===== src/rtl/sdram_port_scheduler_pkg.sv =====
// Shared definitions for the three-port SDRAM scheduler: call encodings,
// port ids, FSM states and parameter defaults.
package sdram_port_scheduler_pkg;

    localparam int ADDR_W_DEF       = 24;
    localparam int DATA_W_DEF       = 16;
    localparam int P0_BURST_MAX_DEF = 8;
    localparam int TIMEOUT_DEF      = 4095;

    // Width of the GRANT watchdog counter.
    localparam int WD_W = 12;

    // Call/done encodings towards the SDRAM base: bit 1 = write, bit 0 = read.
    localparam logic [1:0] CALL_NONE = 2'b00;
    localparam logic [1:0] CALL_RD   = 2'b01;
    localparam logic [1:0] CALL_WR   = 2'b10;

    // Read word returned to the display when the watchdog aborts an access.
    localparam logic [15:0] ABORT_DATA = 16'hDEAD;

    typedef enum logic [1:0] {
        PORT_P0 = 2'd0,  // TFT refresh reader
        PORT_P1 = 2'd1,  // pulse-counter logger
        PORT_P2 = 2'd2   // draw writer
    } port_e;

    typedef enum logic [1:0] {
        ST_IDLE    = 2'd0,
        ST_GRANT   = 2'd1,
        ST_RELEASE = 2'd2
    } state_e;

endpackage


===== src/rtl/sdram_rr_pick2.sv =====
// Two-request round-robin picker for the write ports. The pointer names the
// preferred port on a tie and moves away from whichever port was just served.
module sdram_rr_pick2 (
    input  logic       clk,
    input  logic       rst_n,
    input  logic [1:0] req_i,   // [0] = P1, [1] = P2
    input  logic       take_i,  // the current pick is being granted this cycle
    output logic [1:0] gnt_o    // one-hot pick, valid whenever req_i != 0
);

    logic ptr_q;  // 0: P1 preferred, 1: P2 preferred
    logic ptr_d;

    // Pick a single requester; the pointer only matters when both ask.
    always_comb begin
        // NOTE: every always_comb output gets a default first so no path leaves it unassigned (no latch).
        gnt_o = 2'b00;
        if (req_i == 2'b11) begin
            gnt_o = ptr_q ? 2'b10 : 2'b01;
        end else begin
            gnt_o = req_i;
        end
    end

    // Next pointer: the port just served loses the next tie.
    always_comb begin
        ptr_d = ptr_q;
        if (take_i && (gnt_o != 2'b00)) begin
            ptr_d = gnt_o[0];
        end
    end

    // Pointer register, P1 preferred out of reset.
    always_ff @(posedge clk or negedge rst_n) begin
        // NOTE: sequential state uses non-blocking assignments so every register samples pre-edge values.
        if (!rst_n) begin
            ptr_q <= 1'b0;
        end else begin
            ptr_q <= ptr_d;
        end
    end

endmodule


===== src/rtl/sdram_port_scheduler.sv =====
// Shares the SDRAM base controller between the TFT reader (P0, strict
// priority with a burst limit), and two round-robin write ports (P1, P2).
// A watchdog aborts a GRANT that never sees its done bit.
module sdram_port_scheduler
    import sdram_port_scheduler_pkg::*;
#(
    parameter int ADDR_W       = ADDR_W_DEF,
    parameter int DATA_W       = DATA_W_DEF,
    parameter int P0_BURST_MAX = P0_BURST_MAX_DEF,
    parameter int TIMEOUT      = TIMEOUT_DEF
) (
    input  logic              clk,
    input  logic              rst_n,
    input  logic              en,
    input  logic              iP0_Rd_Req,
    input  logic [ADDR_W-1:0] iP0_Rd_Addr,
    output logic              oP0_Rd_Done,
    output logic [DATA_W-1:0] oP0_Rd_Data,
    input  logic              iP1_Wr_Req,
    input  logic [ADDR_W-1:0] iP1_Wr_Addr,
    input  logic [DATA_W-1:0] iP1_Wr_Data,
    output logic              oP1_Wr_Done,
    input  logic              iP2_Wr_Req,
    input  logic [ADDR_W-1:0] iP2_Wr_Addr,
    input  logic [DATA_W-1:0] iP2_Wr_Data,
    output logic              oP2_Wr_Done,
    output logic [1:0]        oMem_Call,
    output logic [ADDR_W-1:0] oMem_Addr,
    output logic [DATA_W-1:0] oMem_Data,
    input  logic [DATA_W-1:0] iMem_Data,
    input  logic [1:0]        iMem_Done,
    output logic              oBusy,
    output logic              oErr
);

    localparam int                  STREAK_W   = $clog2(P0_BURST_MAX + 1);
    localparam logic [STREAK_W-1:0] STREAK_MAX = STREAK_W'(P0_BURST_MAX);
    localparam logic [WD_W-1:0]     WD_LAST    = WD_W'(TIMEOUT - 1);
    localparam logic [DATA_W-1:0]   ABORT_WORD = DATA_W'(ABORT_DATA);

    state_e              state_q;
    port_e               port_q;
    logic [1:0]          call_q;
    logic [ADDR_W-1:0]   addr_q;
    logic [DATA_W-1:0]   data_q;
    logic [DATA_W-1:0]   rd_data_q;
    logic                p0_done_q;
    logic                p1_done_q;
    logic                p2_done_q;
    logic                busy_q;
    logic                err_q;
    logic [STREAK_W-1:0] streak_q;
    logic [WD_W-1:0]     wd_q;

    logic [1:0] wr_req;
    logic [1:0] rr_gnt;
    logic       any_wr;
    logic       p0_wins;
    logic       grant_now;
    logic       wr_take;
    logic       done_match;
    logic       wd_expired;
    logic       grant_end;

    assign wr_req     = {iP2_Wr_Req, iP1_Wr_Req};
    assign any_wr     = |wr_req;
    // P0 yields only once its streak is used up and a writer is actually waiting.
    assign p0_wins    = iP0_Rd_Req && ((streak_q < STREAK_MAX) || !any_wr);
    assign grant_now  = (state_q == ST_IDLE) && en && (iP0_Rd_Req || any_wr);
    assign wr_take    = grant_now && !p0_wins;
    // Call and done share the same bit layout, so only the matching bit counts.
    assign done_match = |(iMem_Done & call_q);
    assign wd_expired = (wd_q == WD_LAST);
    assign grant_end  = (state_q == ST_GRANT) && (done_match || wd_expired);

    sdram_rr_pick2 u_rr_pick2 (
        .clk    (clk),
        .rst_n  (rst_n),
        .req_i  (wr_req),
        .take_i (wr_take),
        .gnt_o  (rr_gnt)
    );

    // Scheduler FSM with all outward-facing signals registered.
    always_ff @(posedge clk or negedge rst_n) begin
        if (!rst_n) begin
            state_q   <= ST_IDLE;
            port_q    <= PORT_P0;
            call_q    <= CALL_NONE;
            addr_q    <= '0;
            data_q    <= '0;
            rd_data_q <= '0;
            p0_done_q <= 1'b0;
            p1_done_q <= 1'b0;
            p2_done_q <= 1'b0;
            busy_q    <= 1'b0;
            err_q     <= 1'b0;
            streak_q  <= '0;
            wd_q      <= '0;
        end else begin
            p0_done_q <= 1'b0;
            p1_done_q <= 1'b0;
            p2_done_q <= 1'b0;
            case (state_q)
                ST_IDLE: begin
                    if (!any_wr) begin
                        streak_q <= '0;
                    end
                    if (grant_now) begin
                        state_q <= ST_GRANT;
                        busy_q  <= 1'b1;
                        wd_q    <= '0;
                        if (p0_wins) begin
                            port_q <= PORT_P0;
                            call_q <= CALL_RD;
                            addr_q <= iP0_Rd_Addr;
                            data_q <= '0;
                            if (any_wr && (streak_q != STREAK_MAX)) begin
                                streak_q <= streak_q + 1'b1;
                            end
                        end else if (rr_gnt[0]) begin
                            port_q   <= PORT_P1;
                            call_q   <= CALL_WR;
                            addr_q   <= iP1_Wr_Addr;
                            data_q   <= iP1_Wr_Data;
                            streak_q <= '0;
                        end else begin
                            port_q   <= PORT_P2;
                            call_q   <= CALL_WR;
                            addr_q   <= iP2_Wr_Addr;
                            data_q   <= iP2_Wr_Data;
                            streak_q <= '0;
                        end
                    end
                end
                ST_GRANT: begin
                    if (grant_end) begin
                        // A real done wins over a watchdog expiry in the same cycle.
                        state_q   <= ST_RELEASE;
                        call_q    <= CALL_NONE;
                        p0_done_q <= (port_q == PORT_P0);
                        p1_done_q <= (port_q == PORT_P1);
                        p2_done_q <= (port_q == PORT_P2);
                        if (port_q == PORT_P0) begin
                            rd_data_q <= done_match ? iMem_Data : ABORT_WORD;
                        end
                        if (!done_match) begin
                            err_q <= 1'b1;
                        end
                    end else begin
                        wd_q <= wd_q + 1'b1;
                    end
                end
                ST_RELEASE: begin
                    state_q <= ST_IDLE;
                    busy_q  <= 1'b0;
                end
                default: begin
                    state_q <= ST_IDLE;
                    busy_q  <= 1'b0;
                    call_q  <= CALL_NONE;
                end
            endcase
        end
    end

    assign oMem_Call   = call_q;
    assign oMem_Addr   = addr_q;
    assign oMem_Data   = data_q;
    assign oP0_Rd_Data = rd_data_q;
    assign oP0_Rd_Done = p0_done_q;
    assign oP1_Wr_Done = p1_done_q;
    assign oP2_Wr_Done = p2_done_q;
    assign oBusy       = busy_q;
    assign oErr        = err_q;

endmodule

===== config.mk =====
export PLATFORM = sky130hd
export DESIGN_NAME = sdram_port_scheduler
export DESIGN_NICKNAME = d
export VERILOG_FILES = /design/src/rtl/sdram_port_scheduler_pkg.sv /design/src/rtl/sdram_rr_pick2.sv /design/src/rtl/sdram_port_scheduler.sv
export SDC_FILE = /design/constraint.sdc
export NUM_CORES = 1
export LEC_CHECK = 0
export BUFFER_PORTS_ARGS = -buffer_cell sky130_fd_sc_hd__buf_2
export CAP_MARGIN = 40
export CORE_UTILIZATION = 50
export CTS_CLUSTER_DIAMETER = 60
export CTS_CLUSTER_SIZE = 14
export DETAILED_ROUTE_END_ITERATION = 10
export GPL_ROUTABILITY_DRIVEN = 0
export PLACE_DENSITY = 0.84
export SLEW_MARGIN = 20
export SYNTH_ARGS = -nofsm -noshare
export SYNTH_HDL_FRONTEND = slang
export SYNTH_HIERARCHICAL = 1
export SYNTH_SLANG_ARGS = --single-unit

===== constraint.sdc =====
create_clock -name clk -period 4.12 [get_ports clk]
set_clock_uncertainty 0.15 [all_clocks]
set_input_delay 0.206 -clock clk [delete_from_list [all_inputs] [get_ports clk]]
set_output_delay 0.206 -clock clk [all_outputs]
set_load 0.01 [all_outputs]

### Yosys cells after proc, flatten, opt, wreduce, memory -nomap -nowiden

Index checks and enable logic that the tools add are counted.

| cells by class | value |
|---|---|
| bitwise logic cells | 4 |
| reductions and logical operators | 25 |
| magnitude comparators | 1 |
| add/subtract/negate cells | 2 |
| eq/ne operators | 10 |
| muxes and demuxes | 31 |

Operators by type and width:

| kind | number |
|---|---|
| 16-bit 2-to-1 mux | 3 |
| 24-bit 2-to-1 mux | 2 |
| 12-bit 2-to-1 mux | 2 |
| 12-bit case mux with 2 select lines | 1 |
| 2-bit 2-to-1 mux | 9 |
| 4-bit 2-to-1 mux | 4 |
| 12-bit by 1-bit adder with 12-bit output, second input constant | 1 |
| 12-bit == test, second input constant | 1 |
| 3-bit AND reduction | 4 |
| 1-bit logical AND | 7 |
| 1-bit 2-to-1 mux | 7 |
| 2-bit == test, second input constant | 3 |
| 2-bit inequality test, second input constant | 3 |
| 2-bit case mux with 3 select lines | 1 |
| 2-bit AND reduction | 3 |
| 4-bit by 1-bit adder with 4-bit output, second input constant | 1 |
| 2-bit by 1-bit == test with 1-bit output, second input constant | 2 |
| 2-bit logical NOT | 2 |
| 4-bit less-than comparator, second input constant | 1 |
| 4-bit inequality test, second input constant | 1 |
| 2-bit case mux with 2 select lines | 1 |
| 2-bit nonzero test | 2 |
| 2-bit OR reduction | 2 |
| 1-bit logical OR | 3 |
| 4 further kinds | 7 |

| storage, ports and cells | value |
|---|---|
| flip-flop bits (word level) | 84 |

### Depth between registers and ports, before layout

Gate-level depths: netlist (run 1).

| depth | value |
|---|---|
| depth after elaboration | 7 |
| mapped depth | 9 |

### Hierarchy

The synthesis (run 1) kept the hierarchy.

By module, submodules not included:

| module | cells each | instances | area an instance (sq um) |
|---|---|---|---|
| sdram_port_scheduler | 423 | 1 | 4206.5 |
| sdram_rr_pick2 | 6 | 1 | 55.1 |

### Worst setup path before layout (run 1)

No wires, ideal clock.

| path | value |
|---|---|
| kind | register to register |
| start | register u_rr_pick2.ptr_q |
| end | register data_q[10] (netlist: oMem_Data[10]) |
| setup slack | 2.338 ns |
| buffers on the path | 3 |
| cell stages (with the launch flop) | 7 |
| data arrival time | 1.513 ns |
| data required time | 3.851 ns |
| cell sequence | dfrtp_1 a21boi_0 buf_2 buf_2 buf_2 mux2i_1 o21ai_2 |

| between the ends | value |
|---|---|
| cells in the longest elaborated chain, start to end | 4 |

RTL lines:

| item | line | text |
|---|---|---|
| start, declared | sdram_rr_pick2.sv:11 | `logic ptr_q;` |
| start signal, assigned | sdram_rr_pick2.sv:39 | `ptr_q <= ptr_d;` |
| 2-bit 2-to-1 mux | sdram_rr_pick2.sv:19 | `gnt_o = ptr_q ? 2'b10 : 2'b01;` |
| 2-bit 2-to-1 mux | sdram_rr_pick2.sv:18 | `if (req_i == 2'b11) begin` |
| via rr_gnt[0] | sdram_port_scheduler.sv:56 | `logic [1:0] rr_gnt;` |
| 16-bit 2-to-1 mux | sdram_port_scheduler.sv:121 | `end else if (rr_gnt[0]) begin` |
| 16-bit 2-to-1 mux | sdram_port_scheduler.sv:113 | `if (p0_wins) begin` |
| end signal, assigned | sdram_port_scheduler.sv:125 | `data_q <= iP1_Wr_Data;` |
| end signal, assigned | sdram_port_scheduler.sv:131 | `data_q <= iP2_Wr_Data;` |
| end, declared | sdram_port_scheduler.sv:45 | `logic [DATA_W-1:0] data_q;` |

The timed path passes the listed nets, and every way through them passes these cells.
A chain may end at the register's enable or synchronous reset.

### Worst setup path after layout (run 1)

| path | value |
|---|---|
| start | input port iP2_Wr_Req |
| end | register data_q[0] (netlist: oMem_Data[0]) |

| between the ends | value |
|---|---|
| elaborated cells between the ends (all ways) | 11 |
| classes of those cells | eq/ne: 1; mux: 3; reduce/logical: 7 |

RTL lines:

| item | line | text |
|---|---|---|
| start, declared | sdram_port_scheduler.sv:23 | `input logic iP2_Wr_Req,` |
| 2-bit == test | sdram_rr_pick2.sv:18 |  |
| 2-bit 2-to-1 mux | sdram_rr_pick2.sv:18 |  |
| via rr_gnt[0] | sdram_port_scheduler.sv:56 |  |
| 16-bit 2-to-1 mux | sdram_port_scheduler.sv:121 |  |
| 16-bit 2-to-1 mux | sdram_port_scheduler.sv:113 |  |

The timed path passes the listed nets, and every way through them passes these cells.

==> summary.md, run 1 <==
| Metric | Value |
|---|---|
| Status | finished with violations |
| Failing checks | hold timing |
| Worst-Skew Late Latency | 350 ps |
| Req. time, crit path | 4180 ps |
| Initial core utilization | 51.7% |
| Post-DP HPWL | 7660 µm |
| Vias in the first global route | 3859 |
| Met1 usage | 34.7% |
| Post-CTS Resized | 0 |
| Global-route wire length before repair | 18400 µm |
| Clock Sinks | 84 |
| Upper clock frequency limit | 366 MHz |
| Hold depth | 3 |
| Leakage | 3.06 nW |
| Min cycle time layout | 2740 ps |
| Crit path launch type | input port |
| Post-Syn Area | 4250 µm² |
| I/O pin cnt | 191 |
| M2 GR Usage | 44.1% |
| Worst slack at placement | 1700 ps |
| Hold Path End | oMem_Addr[6] |
| DR vias/cell | 5.43 |
| Fin crit share | 66.4% |
| Die ar. | 8870 µm² |
| Syn_area_per_cell | 9.95 µm² |
| First-pass iteration count of the detailed router | 5 |
| Critical path class | in2reg |
| Initial antenna violation count | 0 |
| Crit end category | flip-flop |
| Post-synthesis cell count | 427 |
| FF-to-FF End | oMem_Data[0] |
| Largest net degree at the start of global routing | 57 |
| Layout cells sized above 1 | 35.6% |
| Critical R2R Launch | u_rr_pick2/ptr_q |
| Layout area overhead | 39.9% |
| Setup ws final | 1380 ps |
| Final ANT Viol Nets | 0 |
| DRT Wirelength | 11600 µm |
| CP max-delay cell | a21boi_4 |
| Die width | 94.2 µm |
| DIE HEIGHT | 94.2 µm |
| R2r setup slk | 1510 ps |
| CTS Hold Bufs | 46 |
| Worst-path cell chain | dlygate4sd3_1 -> buf_2 -> a21boi_4 -> buf_4 -> mux2i_1 -> dlygate4sd3_1 -> o21ai_0 |
| CTS tree | yes |
| Power Density | 570 nW/µm² |
| H-tree depth | 3 |
| Crit Path Max Fanout | 16 |
| WP data arrival | 2800 ps |
| Cts bufs inserted | 9 |
| Final-report max-slew violation count | 0 |
| Final setup fails | 0 |
| CTS Root Cell | clkbuf_8 |
| Synth Warn # | 6 |
| Worst hold slack | -1.53 ps |
| DRC | 0 |
| Max-Slew Margin vs Limit | 42.8% |
| Clock buffer depth | 2 |
| GRT Overall Usage | 26.5% |
| Overall power | 0.00339 W |
| R2R depth | 5 |
| Most common cell on crit path | dlygate4sd3_1 |
| Drt wl/cell | 15.2 µm |
| Grt ovf | 0 |
| CORE AREA | 8220 µm² |
| Max-cap violations | 0 |
| Rows | 33 |
| Busiest grt layer | met2 |
| Max stage delay on crit path | 630 ps |
| Via count | 4140 |
| Met3 global-route usage | 3.48% |
| Hold path start | iP0_Rd_Addr[6] |
| Syn nets | 559 |
| RSZ-0062 raised after global routing | no |
| Post-CTS setup buffers | 0 |
| Clk slew on worst S/H paths | 80 ps |
| Tightest Hold Check Type | in2reg |
| Antenna cell count | 0 |
| Worst-margin pin slew | 857 ps |
| IO buf count | 190 |
| DRT iter0 DRCs | 290 |
| Layout net count | 784 |
| Total negative slack | 0 ps |
| Final hold violations | 1 |
| Worst vdd ir | 0.343 mV |
cell usage in the layout (no fill, tap or decap), types with 6 or more instances in the layout:
master	count
a31oi_1	12
dfrtp_1	84
nand2_1	55
clkbuf_8	9
dlygate4sd3_1	46
o21ai_0	34
buf_2	189
o21ai_2	9
o31ai_1	6
a21oi_1	64
inv_1	20
mux2i_1	44
and3_1	6
layer usage:
metal | vias to the layer above | share of wire, % | wire length, µm
met5 | - | 0 | 0
met4 | 0 | 2.4 | 282
met3 | 27 | 4.7 | 539
met2 | 161 | 52 | 6010
met1 | 1975 | 41 | 4730
li1 | 1977 | - | -
where the power goes:
| group | internal (W) | leakage (nW) | switching [W] |
|---|---|---|---|
| sequential | 0.00115 | 1.07 | 0.000211 |
| combinational | 0.000601 | 1.89 | 0.000784 |
| clock | 0.000342 | 0.102 | 0.000303 |
state kept, by name, indices dropped and copies added (netlist names), 2 cells and up:
register     flops
oMem_Addr       24
oMem_Data       16
oP0_Rd_Data     16
wd_q            12
streak_q         4
oMem_Call        2
port_q           2
state_q          2
worst max-delay path: cells and delay by family:
family                 cells  cell delay (ps)
buffers and inverters      4             1640
AOI/OAI and AO/OA          2              700
muxes                      1              250
through the flow:
step,util (%),std cells,cell area (µm²)
2_1_floorplan,-,427,4250
3_3_place_gp,63.3,697,5200
3_5_place_dp,64.0,699,5260
6_report,72.4,762,5950
5_1_grt,72.4,762,5950
4_1_cts,72.2,761,5940
worst max-delay path by stage:
stage	start	endpoint	slack [ps]
2_1_floorplan	u_rr_pick2/ptr_q	oMem_Data[10]	2350
3_3_place_gp	iP0_Rd_Req	oMem_Addr[4]	1790
3_5_place_dp	wd_q[0]	oP0_Rd_Data[13]	1700
4_1_cts	iP2_Wr_Req	oMem_Data[6]	1450
5_1_grt	iP2_Wr_Req	oMem_Data[0]	1290
6_report	iP2_Wr_Req	oMem_Data[0]	1380
area by class of cell:
| type | count | area, µm² |
|---|---|---|
| Clock inverter | 6 | 88.8 |
| Clock buffer | 10 | 128 |
| Sequential cell | 84 | 2100 |
| Inverter | 21 | 78.8 |
| Fill cell | 625 | 2270 |
| Timing Repair Buffer | 243 | 1510 |
| Multi-Input combinational cell | 293 | 1910 |
| Tap cell | 105 | 131 |
Power figures use the tool's default switching activity.
==> inputs of run 2 (changes only) <==
--- a/config.mk
+++ b/config.mk
@@ -5,14 +5,15 @@
 export SDC_FILE = /design/constraint.sdc
 export NUM_CORES = 1
 export LEC_CHECK = 0
+export ABC_AREA = 1
 export BUFFER_PORTS_ARGS = -buffer_cell sky130_fd_sc_hd__buf_2
 export CAP_MARGIN = 40
-export CORE_UTILIZATION = 50
+export CORE_UTILIZATION = 48
 export CTS_CLUSTER_DIAMETER = 60
 export CTS_CLUSTER_SIZE = 14
 export DETAILED_ROUTE_END_ITERATION = 10
 export GPL_ROUTABILITY_DRIVEN = 0
-export PLACE_DENSITY = 0.84
+export PLACE_DENSITY = 0.81
 export SLEW_MARGIN = 20
 export SYNTH_ARGS = -nofsm -noshare
 export SYNTH_HDL_FRONTEND = slang
==> constraint.sdc (replaced) <==
create_clock -name clk -period 2.6 [get_ports clk]
set_clock_uncertainty 0.15 [all_clocks]
set_input_delay 0.13 -clock clk [delete_from_list [all_inputs] [get_ports clk]]
set_output_delay 0.13 -clock clk [all_outputs]
set_load 0.01 [all_outputs]
==> summary.md, run 2 <==
| Metric | Value |
|---|---|
| Final-report max-slew violation count | 0 (unchanged) |
| Clk slew on worst S/H paths | 100 ps (+20 ps) |
| Layout net count | 1010 (+29%) |
| Cts bufs inserted | 9 (unchanged) |
| Max-Slew Margin vs Limit | 64.9% (+22 points) |
| Synth Warn # | 6 (unchanged) |
| Post-Syn Area | 4330 µm² (+1.8%) |
| Initial antenna violation count | 0 (unchanged) |
| Req. time, crit path | 2750 ps (-1430 ps) |
| First-pass iteration count of the detailed router | 5 (unchanged) |
| Largest net degree at the start of global routing | 45 (-21%) |
| Crit Path Max Fanout | 14 (-2) |
| DR vias/cell | 5.29 (-2.7%) |
| IO buf count | 190 (unchanged) |
| RSZ-0062 raised after global routing | yes |
| Global-route wire length before repair | 24600 µm (+34%) |
| Leakage | 3.57 nW (+17%) |
| Die ar. | 9400 µm² (+5.9%) |
| I/O pin cnt | 191 (unchanged) |
| Most frequent cells in the layout | 317 x nand2_1, 189 x buf_2, 90 x dlygate4sd3_1 |
| Final hold violations | 0 (-1) |
| Fin crit share | 96.9% |
| Worst-Skew Late Latency | 360 ps (about the same) |
| CORE AREA | 8720 µm² (+6.1%) |
| Initial core utilization | 49.6% (-2.1 points) |
| DRT iter0 DRCs | 407 (+40%) |
| Drt wl/cell | 15.2 µm (+0.46%) |
| Max reg flops | 24 (unchanged) |
| DRC | 0 (unchanged) |
| Commonest non-fill, non-tap cell in the layout | nand2_1 |
| Area after DPL | 5360 µm² (+2.0%) |
| Layout cells sized above 1 | 26.5% (-9.1 points) |
| Die width | 97.0 µm (+2.9%) |
| Syn_area_per_cell | 7.18 µm² (-28%) |
| Rows | 34 (+3.0%) |
| DRT Wirelength | 15100 µm (+31%) |
| Final Cell Area | 6510 µm² (+9.5%) |
| H-tree depth | 3 (unchanged) |
| Setup ws final | 80.8 ps (-1300 ps) |
| Clock Sinks | 84 (unchanged) |
| DIE HEIGHT | 97.0 µm (+2.9%) |
| Clock buffer depth | 2 (unchanged) |
| Post-layout util | 74.7% (+2.3 points) |
| Worst slack at placement | 523 ps (-1170 ps) |
| Post-synthesis cell count | 603 (+41%) |
| Post-DP HPWL | 8550 µm (+12%) |
| Syn nets | 735 (+31%) |
| Tightest Hold Check Type | in2reg |
| Status | finished, final reports clean |
| Crit end category | flip-flop |
| CTS tree | yes |
| WP data arrival | 2670 ps (-130 ps) |
| Power Density | 906 nW/µm² (+59%) |
| Max-cap violations | 0 (unchanged) |
| Via count | 5240 (+27%) |
| GRT Overall Usage | 32.4% (+5.9 points) |
| Worst-margin pin slew | 527 ps (-330 ps) |
| Layout area overhead | 50.5% |
| Total negative slack | 0 ps (unchanged) |
| Worst vdd ir | 0.644 mV (+88%) |
| CTS Root Cell | clkbuf_8 |
| Grt ovf | 0 (unchanged) |
| Final ANT Viol Nets | 0 (unchanged) |
| Critical path class | reg2reg |
| Final setup fails | 0 (unchanged) |
| Upper clock frequency limit | 397 MHz |
| Vias in the first global route | 5211 (+35%) |
| Crit path launch type | flip-flop |
| Min cycle time layout | 2520 ps |
| Antenna cell count | 0 (unchanged) |
-- run 2: cell count changes in the layout (fill, tap and decap cells not counted), sizes merged, moves of 5 or more --
cell / delta
nand2: +263
a21oi: -61
nand3: +46
dlygate4sd3: +44
mux2i: -44
nor2: +37
o21ai: -16
a31oi: -12
inv: +12
o31ai: -7
and3: -6
a21o: -5
xnor2: +5
-- run 2: per-stage QoR --
step                std cells  hold slack, ps  power (W)
floorplan                 603            -316    0.00346
finish                    991            16.3    0.00590
CTS                       988            2.63    0.00570
global route              991            33.4    0.00629
global placement          881             180    0.00427
detailed placement        882           -1.61    0.00434
-- run 2: cell type report --
class / instances / area [µm²]
Inverter: 31 / 123
Tap cell: 108 / 135
Sequential cell: 84 / 2100
Fill cell: 582 / 2210
Timing Repair Buffer: 289 / 1940
Clock inverter: 7 / 80.1
Timing Repair inverter: 1 / 5.00
Multi-Input combinational cell: 462 / 2010
Clock buffer: 9 / 124
-- run 2: what timing repair did --
action	in CTS	in global routing
hold buffers	90	0
resized for setup	0	8
endpoints found under the setup margin	0	23
endpoints found under the hold margin	99	0
buffers inserted	0	1
-- run 2: path summary, 6_finish.rpt --
| check | start | to | slack, ps | cells past startpoint |
|---|---|---|---|---|
| worst max register to register | state_q[1] | oMem_Addr[3] | 80 | 10 |
| worst min-delay path | iP2_Wr_Addr[13] | oMem_Addr[13] | 20 | 7 |
| max in group asynchronous | rst_n | oMem_Addr[0] | 1560 | 3 |
| worst min register to register | port_q[0] | oP2_Wr_Done | 310 | 1 |
| worst max-delay path | state_q[1] | oMem_Addr[3] | 80 | 10 |
| min in group asynchronous | rst_n | oP0_Rd_Data[6] | 130 | 2 |
-- run 2: per-layer routing --
metal | vias to the layer above | track usage [%] | routed length, µm
met5 | - | 0 | 0
met4 | 0 | 15.8 | 632
met3 | 64 | 5.42 | 1220
met2 | 325 | 57.0 | 7590
met1 | 2429 | 38.2 | 5670
li1 | 2422 | - | -
-- run 2: report_power, final --
group          internal (W)  switching (W)  total, W
registers           0.00181       0.000335   0.00214
logic               0.00117        0.00160   0.00277
clock network      0.000456       0.000533  0.000989
total               0.00344        0.00246   0.00590
-- run 2: worst max-delay path, cell delays in order (launching register included) --
cell and delay [ps]:
dfrtp_1 420, inv_2 70, nand2_2 100, nor2_4 170
o21ai_4 150, buf_4 210, nor2_2 180, clkbuf_4 250
nand2_1 90, nand2_1 70, dlygate4sd3_1 580
